==> src/rtl/alu_sequencer.sv <==
// Microprogrammed sequencer for the shared counter/ALU/accumulator datapath.
// Software loads the program RAM while idle; start runs it one word per cycle.
module alu_sequencer #(
  parameter int WIDTH = 4,
  parameter int DEPTH = 16,
  parameter int AW    = 4
) (
  input  logic             clk,
  input  logic             reset,
  input  logic             prog_we,
  input  logic [AW-1:0]    prog_addr,
  input  logic [5:0]       prog_data,
  input  logic             start,
  output logic             busy,
  output logic             done,
  output logic             prog_err,
  output logic             div0,
  output logic [AW-1:0]    pc_out,
  output logic [2:0]       op_out,
  output logic [WIDTH-1:0] w_out,
  output logic [WIDTH-1:0] b_out
);

  typedef enum logic [1:0] {
    S_IDLE = 2'd0,
    S_RUN  = 2'd1,
    S_DONE = 2'd2
  } state_t;

  state_t           state_q, state_d;
  logic [AW-1:0]    pc_q, pc_d;
  logic [WIDTH-1:0] w_q, w_d;
  logic [WIDTH-1:0] b_q, b_d;
  logic             perr_q, perr_d;
  logic             div0_q, div0_d;
  logic             mem_we;
  logic [5:0]       mem_q [DEPTH];

  logic [5:0]       instr;
  logic             instr_halt, instr_cnt, instr_lw;
  logic [2:0]       instr_op;
  logic [WIDTH-1:0] alu_s;

  assign instr      = mem_q[pc_q];
  assign instr_halt = instr[5];
  assign instr_cnt  = instr[4];
  assign instr_lw   = instr[3];
  assign instr_op   = instr[2:0];

  always_comb begin
    alu_s = '0;
    case (instr_op)
      3'd0: alu_s = w_q + b_q;
      3'd1: alu_s = w_q - b_q;
      3'd2: alu_s = w_q * b_q;
      3'd3: alu_s = (b_q == '0) ? '1 : w_q / b_q;
      3'd4: alu_s = w_q & b_q;
      3'd5: alu_s = w_q | b_q;
      3'd6: alu_s = w_q ^ b_q;
      default: alu_s = b_q;
    endcase
  end

  always_comb begin
    state_d = state_q;
    pc_d    = pc_q;
    w_d     = w_q;
    b_d     = b_q;
    perr_d  = perr_q;
    div0_d  = div0_q;
    mem_we  = 1'b0;
    op_out  = 3'd0;
    case (state_q)
      S_IDLE: begin
        mem_we = prog_we;
        if (start) begin
          state_d = S_RUN;
          pc_d    = '0;
          w_d     = '0;
          b_d     = '0;
          div0_d  = 1'b0;
        end
      end
      S_RUN: begin
        op_out = instr_op;
        if (prog_we) perr_d = 1'b1;
        if (instr_lw) w_d = alu_s;
        if (instr_cnt) b_d = b_q + WIDTH'(1);
        if (instr_op == 3'd3 && b_q == '0) div0_d = 1'b1;
        if (instr_halt || pc_q == AW'(DEPTH - 1)) state_d = S_DONE;
        else pc_d = pc_q + AW'(1);
      end
      S_DONE: begin
        // Not busy here, so a write is accepted rather than flagged.
        mem_we  = prog_we;
        state_d = S_IDLE;
      end
      default: state_d = S_IDLE;
    endcase
  end

  always_ff @(posedge clk) begin
    if (reset) begin
      state_q <= S_IDLE;
      pc_q    <= '0;
      w_q     <= '0;
      b_q     <= '0;
      perr_q  <= 1'b0;
      div0_q  <= 1'b0;
    end else begin
      state_q <= state_d;
      pc_q    <= pc_d;
      w_q     <= w_d;
      b_q     <= b_d;
      perr_q  <= perr_d;
      div0_q  <= div0_d;
    end
  end

  // Program RAM survives reset so software need not reload after an abort.
  always_ff @(posedge clk) begin
    if (mem_we && !reset) mem_q[prog_addr] <= prog_data;
  end

  assign busy     = (state_q == S_RUN);
  assign done     = (state_q == S_DONE);
  assign prog_err = perr_q;
  assign div0     = div0_q;
  assign pc_out   = pc_q;
  assign w_out    = w_q;
  assign b_out    = b_q;

endmodule

==> config.mk <==
export PLATFORM = sky130hd
export DESIGN_NAME = alu_sequencer
export DESIGN_NICKNAME = d
export VERILOG_FILES = /design/src/rtl/alu_sequencer.sv
export SDC_FILE = /design/constraint.sdc
export NUM_CORES = 1
export LEC_CHECK = 0
export BUFFER_PORTS_ARGS = -buffer_cell sky130_fd_sc_hd__buf_2
export CORE_MARGIN = 2
export CORE_UTILIZATION = 25
export CTS_CLUSTER_SIZE = 10
export DETAILED_ROUTE_END_ITERATION = 7
export PLACE_DENSITY_LB_ADDON = 0.2
export SLEW_MARGIN = 40
export SYNTH_ARGS = -nofsm -noshare
export SYNTH_HDL_FRONTEND = slang
export SYNTH_SLANG_ARGS = --single-unit
==> constraint.sdc <==
create_clock -name clk -period 12.3 [get_ports clk]
set_input_delay 1.845 -clock clk [delete_from_list [all_inputs] [get_ports clk]]
set_output_delay 1.845 -clock clk [all_outputs]
set_load 0.05 [all_outputs]
=== Word-level counts from Yosys, hierarchy flattened ===
Memory sizes are Yosys's and may differ from the RTL's. A register that Yosys moved wholly into a read port is not among the register bits.
Cells that the tools add are included.

* Register bits after elaboration: 16
* RAM bits: 96
* Bits of input ports: 14
* Output and inout port bits: 19
* Word-level logic and storage cells: 67
* Memories kept: 1

* Add/subtract/negate cells: 4
* $mul: 1
* Divide/modulo/power cells: 1
* Eq/ne operators: 15
* Muxes and demuxes: 21
* Bitwise operators: 3
* Reduce and logical (&&, ||, !) cells: 15

{| class="wikitable"
|+ Memory list
! name !! depth !! bits a word !! read ports !! clocked after Yosys merged registers in !! wr ports !! RTL line !! text
|-
| mem_q || 16 || 6 || 1 || 1 || 1 || 37 || <nowiki>logic [5:0] mem_q [DEPTH];</nowiki>
|}

{| class="wikitable"
|+ Operators by type and width
! kind !! number
|-
| 4-bit two-way mux || 7
|-
| 4-bit one-hot mux with 7 select lines || 1
|-
| 4-bit one-hot mux with 2 select lines || 3
|-
| 3-bit AND reduction || 4
|-
| 3-bit equality test, second input constant || 3
|-
| 4-bit by 1-bit adder with 4-bit output, second input constant || 2
|-
| 2-bit by 1-bit != test with 1-bit output, second input constant || 4
|-
| 3-bit by 2-bit equality test with 1-bit output, second input constant || 2
|-
| 1-bit two-way mux || 5
|-
| 4-bit adder || 1
|-
| 4-bit AND || 1
|-
| 4-bit by 4-bit divider with 4-bit output || 1
|-
| 4-bit equality test, second input constant || 1
|-
| 4-bit logical NOT || 1
|-
| 4-bit by 4-bit multiplier with 4-bit output || 1
|-
| 2-bit two-way mux || 2
|-
| 2-bit != test, second input constant || 2
|-
| 4-bit OR || 1
|-
| 2-bit one-hot mux with 2 select lines || 1
|-
| 2-bit AND reduction || 2
|-
| 4-bit subtractor || 1
|-
| 4-bit bitwise XOR || 1
|-
| 3-bit by 1-bit equality test with 1-bit output, second input constant || 1
|-
| 3-bit logical NOT || 1
|-
| other kinds (10) || 11
|}

=== Longest topological paths before layout ===
* Depth after elaboration: 6
* Mapped depth: 23
* Depth with buffers taken out: 23

=== Least setup slack after synthesis ===
Ideal clock, no wire load.

* Kind: register to register
* Start point: register b_q[0], in the netlist b_out[0]
* End point: register w_q[0], in the netlist w_out[0]
* Library setup time: 0.123 ns
* Arrival: 4.541 ns
* Required time: 12.177 ns
* Path slack: 7.636 ns
* Cell stages (with the launch flop): 20
* Path buffers: 0
* Period minus slack after synthesis: 4.664 ns
* Cell sequence: dfxtp_1 > inv_1 > ha_1 > a21oi_1 > ha_1 > o21a_1 > o21ai_0 > o21ai_0 > ha_1 > o21a_1 > o21ai_0 > a21oi_1 > mux2_2 > ha_1 > o21ai_0 > nand2b_1 > a211oi_1 > a2bb2oi_2 > o22ai_1 > o41ai_2

* Longest elaborated chain between the ends: 5
* Elaborated cells between the ends (all ways): 12
* Classes of those cells: add/sub (2); mul (1); div (1); mux (4); bitwise (3); reduce/logical (1)

{| class="wikitable"
|+ Ends and longest elaborated chain
! what !! RTL line !! text
|-
| from (decl) || 33 || <nowiki>logic [WIDTH-1:0] b_q, b_d;</nowiki>
|-
| from (signal assigned) || 107 || <nowiki>b_q <= '0;</nowiki>
|-
| from (signal assigned) || 114 || <nowiki>b_q <= b_d;</nowiki>
|-
| 4-bit by 4-bit divider with 4-bit output or 4-bit logical NOT (tied branches) || 56 || <nowiki>3'd3: alu_s = (b_q == '0) ? '1 : w_q / b_q;</nowiki>
|-
| 4-bit two-way mux || 56 ||
|-
| 4-bit one-hot mux with 7 select lines * || 52 || <nowiki>case (instr_op)</nowiki>
|-
| 4-bit two-way mux * || 87 || <nowiki>if (instr_lw) w_d = alu_s;</nowiki>
|-
| 4-bit one-hot mux with 2 select lines * || 73 || <nowiki>case (state_q)</nowiki>
|-
| to (signal assigned) || 113 || <nowiki>w_q <= w_d;</nowiki>
|-
| to (decl) || 32 || <nowiki>logic [WIDTH-1:0] w_q, w_d;</nowiki>
|}

Every way passes the cells marked *; elsewhere a longest branch is shown, timed or not. The select of a mux whose other input is x is not followed.
A chain may end at the register's enable or synchronous reset.

=== Worst setup path in the final report ===
Ends and elaborated chain as after synthesis.

==> summary.md <==
| Metric | Value |
|---|---|
| Pleak | 2.34 nW |
| Critical path buffers and inverters | 1 |
| Placeable Area | 21900 µm² |
| Antenna violations before repair | 0 |
| Final hold vios | 0 |
| Die area | 23600 µm² |
| Syn Std Cell Area | 5610 µm² |
| Synth area leader | edfxtp_1 |
| Minimum clock period | 4920 ps |
| Layout cells sized above 1 | 24.4% |
| Global-route wire length before repair | 20800 µm |
| CTS tree | yes |
| Sequential share of power | 41.2% |
| IO Pins | 33 |
| Vias in the first global route | 3457 |
| Top cell type's share of synthesized area | 51.4% |
| Worst min-delay path category | register to register |
| Met1 Wirelength | 6020 µm |
| Top delay family on crit path | compound AO/OA/AOI/OAI gates |
| Via-to-Cell Ratio | 4.66 |
| Post-cts sizing count | 0 |
| Drt wl/cell | 18.6 µm |
| Simple-Gate Fraction of Synth Area | 8.55% |
| GR Util All Layers | 12.0% |
| Worst skew pair latency | 420 ps |
| Detail Route Antenna Nets | 0 |
| CTS Hold Bufs | 0 |
| Fin nets | 471 |
| Max-Slew Margin vs Limit | 45.3% |
| Max-slew violation count | 0 |
| Switching power | 0.000238 W |
| Int Power | 0.000825 W |
| Mean Syn Cell Area | 14.5 µm² |
| Synth Instances | 388 |
| Residual DRC | 0 |
| Area of the multi-input gates | 2160 µm² |
| Worst VDD drop | 0.0000992 V |
| Hpwl dp | 9190 µm |
| Largest net degree at the start of global routing | 25 |
| Highest Signal Layer | met4 |
| CP Cell Sequence | inv_1, ha_1, a21oi_1, ha_1, o21a_1, o21ai_0, o21ai_0, ha_1, o21a_1, o21ai_0, a21oi_1, mux2_2, ha_1, o21ai_0, nand2b_1, a211oi_1, a2bb2oi_2, o22ai_1, o41ai_2 |
| CP peak stage delay | 640 ps |
| Synth Area in Compound Gates | 6.69% |
| Die width | 154 µm |
| Seq/Total Area, Yosys | 58.5% |
| Root buffer cell | clkbuf_16 |
| GP Congestion | 0.768 |
| Starting Density | 25.6% |
| Number of DRC markers in iteration 0 | 219 |
| Buffers on Ports | 32 |
| Combinational Power Share | 7.7% |
| Max Root-Sink Buffers | 2 |
| Fraction of power consumed by the clock network | 51.1% |
| Max frequency | 203 MHz |
| Crit path launch type | register |
| Worst Path Arrival | 5210 ps |
| First-pass DRT Iterations | 4 |
| DRT Wirelength | 13400 µm |
| Syn. warnings | 0 |
| Core Util, Final | 30.6% |
| Total Neg Setup Slack | 0 ps |
| Die Y | 154 µm |
| CTS buffer count | 17 |
| Status | complete, no violations |
| Main synth FF type | edfxtp_1 |
| CP required | 12590 ps |
| Clock Skew | 10.9 ps |
| CTS Sinks | 116 |
| Nature of the critical path endpoint | register |
| Count leader, synth | edfxtp_1 |
| Ant. Diodes | 0 |
| Async SR Flop Fraction | 0% |
| Row count | 54 |
| DR WL met2 | 6510 µm |
| Flops & latches, synth | 116 |
| Crit path max fanout | 14 |
| Synth Area in XOR/XNOR | 2.74% |
| Final worst path period share | 40.0% |
| Fin cells | 718 |
| RSZ-0062 raised after global routing | false |
| PwrDens | 159 nW/µm² |
| List of most frequent post-synthesis cells | 96 x edfxtp_1, 37 x nor2_1, 31 x ha_1 |
| Total number of vias | 3343 |
| Netlist cell types | 60 |
| Routed wire length on met3 | 647 µm |
| Grt ovf | 0 |
| Worst-Margin Slew | 817 ps |
| Switching fraction of total power | 22.4% |
| Clock-pin slew on the worst setup and hold paths | 60 ps |
| Setup bufs post-CTS | 0 |
| Synth Area in Adders | 7.27% |
| Synth area leaders | edfxtp_1 51%, mux4_2 9.2%, dfxtp_1 7.1% |
| CP max-delay cell | dfxtp_1 |
| Final setup vio count | 0 |
| Number of synthesized flops with an enable pin | 96 |
| Placed cell count | 686 |
| Register area | 3290 µm² |
| Net Count, Synth | 434 |
| Layout area overhead | 19.4% |
| Layout fillers | 2229 |
| Largest family of logic cells by synthesized area | multiplexers |
| CP Class | register to register |
| # Max-Cap Violations | 0 |
| Mux share of post-synthesis cell area | 12.9% |
| H-Tree Depth | 4 |
[placed cells by master, fill, tap and decap left out, types with 17 or more instances in the layout]
cell,instances
ha_1,31
nor2_1,37
clkbuf_16,17
mux4_2,23
edfxtp_1,96
nand2_1,21
dfxtp_1,19
inv_1,17
buf_2,32
[layout make-up]
class | instances | area share (%)
Tap cell | 280 | 5.23
Timing Repair Buffer | 35 | 2.73
Clock inverter | 14 | 3.38
Sequential cell | 116 | 49.1
Multi-Input combinational cell | 238 | 32.2
Inverter | 17 | 0.953
Clock buffer | 18 | 6.41
[final timing paths]
kind                                 end  cells after the start  slack [ps]  startpoint
worst max-delay path            w_out[0]                     19        7380    b_out[0]
worst min-delay path                div0                      2         480        div0
worst max register to register  w_out[0]                     19        7380    b_out[0]
worst min register to register      div0                      2         480        div0
[through the flow]
stage	hold slack, ps	instance area (µm²)	power (W)	setup slack [ps]
floorplan	547	5610	0.000506	7640
global placement	452	6020	0.000528	7590
detailed placement	480	6040	0.000529	7400
CTS	489	6700	0.00108	7390
global route	504	6700	0.00110	6880
finish	483	6700	0.00106	7380
[flip-flops by register name (all words and copies together), names as in the netlist, named ones only]
signal    count
b_out         4
div0          1
mem_q        96
pc_out        4
prog_err      1
state_q       2
w_out         4
[cells by family after synthesis]
family	after synthesis
muxes	38
and+or+nand+nor	101
adders and majority gates	32
AOI/OAI and AO/OA	51
xor gates and xnor gates	16
buffers and inverters	34
DFF	116
[power groups by stage]
stage               Clock, W  Combinational (W)  Sequential (W)
finish              0.000543          0.0000816        0.000438
global route        0.000574          0.0000897        0.000439
CTS                 0.000555          0.0000828        0.000439
global placement           0          0.0000817        0.000447
detailed placement         0          0.0000824        0.000447
floorplan                  0          0.0000615        0.000445
[worst reg2reg max path, delay by kind of cell (launching register included)]
| kind | cells | cell delay, ps |
|---|---|---|
| buf+inv | 1 | 240 |
| mux | 1 | 390 |
| fa+ha+maj | 4 | 1220 |
| flops | 1 | 640 |
| simple gates | 1 | 80 |
| compound gates | 12 | 2210 |
[routing by layer]
layer  vias to the layer above  track usage [%]
li1                       1558                -
met1                      1694             15.4
met2                        76             19.4
met3                        15             3.38
met4                         0             4.19
met5                         -                0
Power figures use the tool's default switching activity.
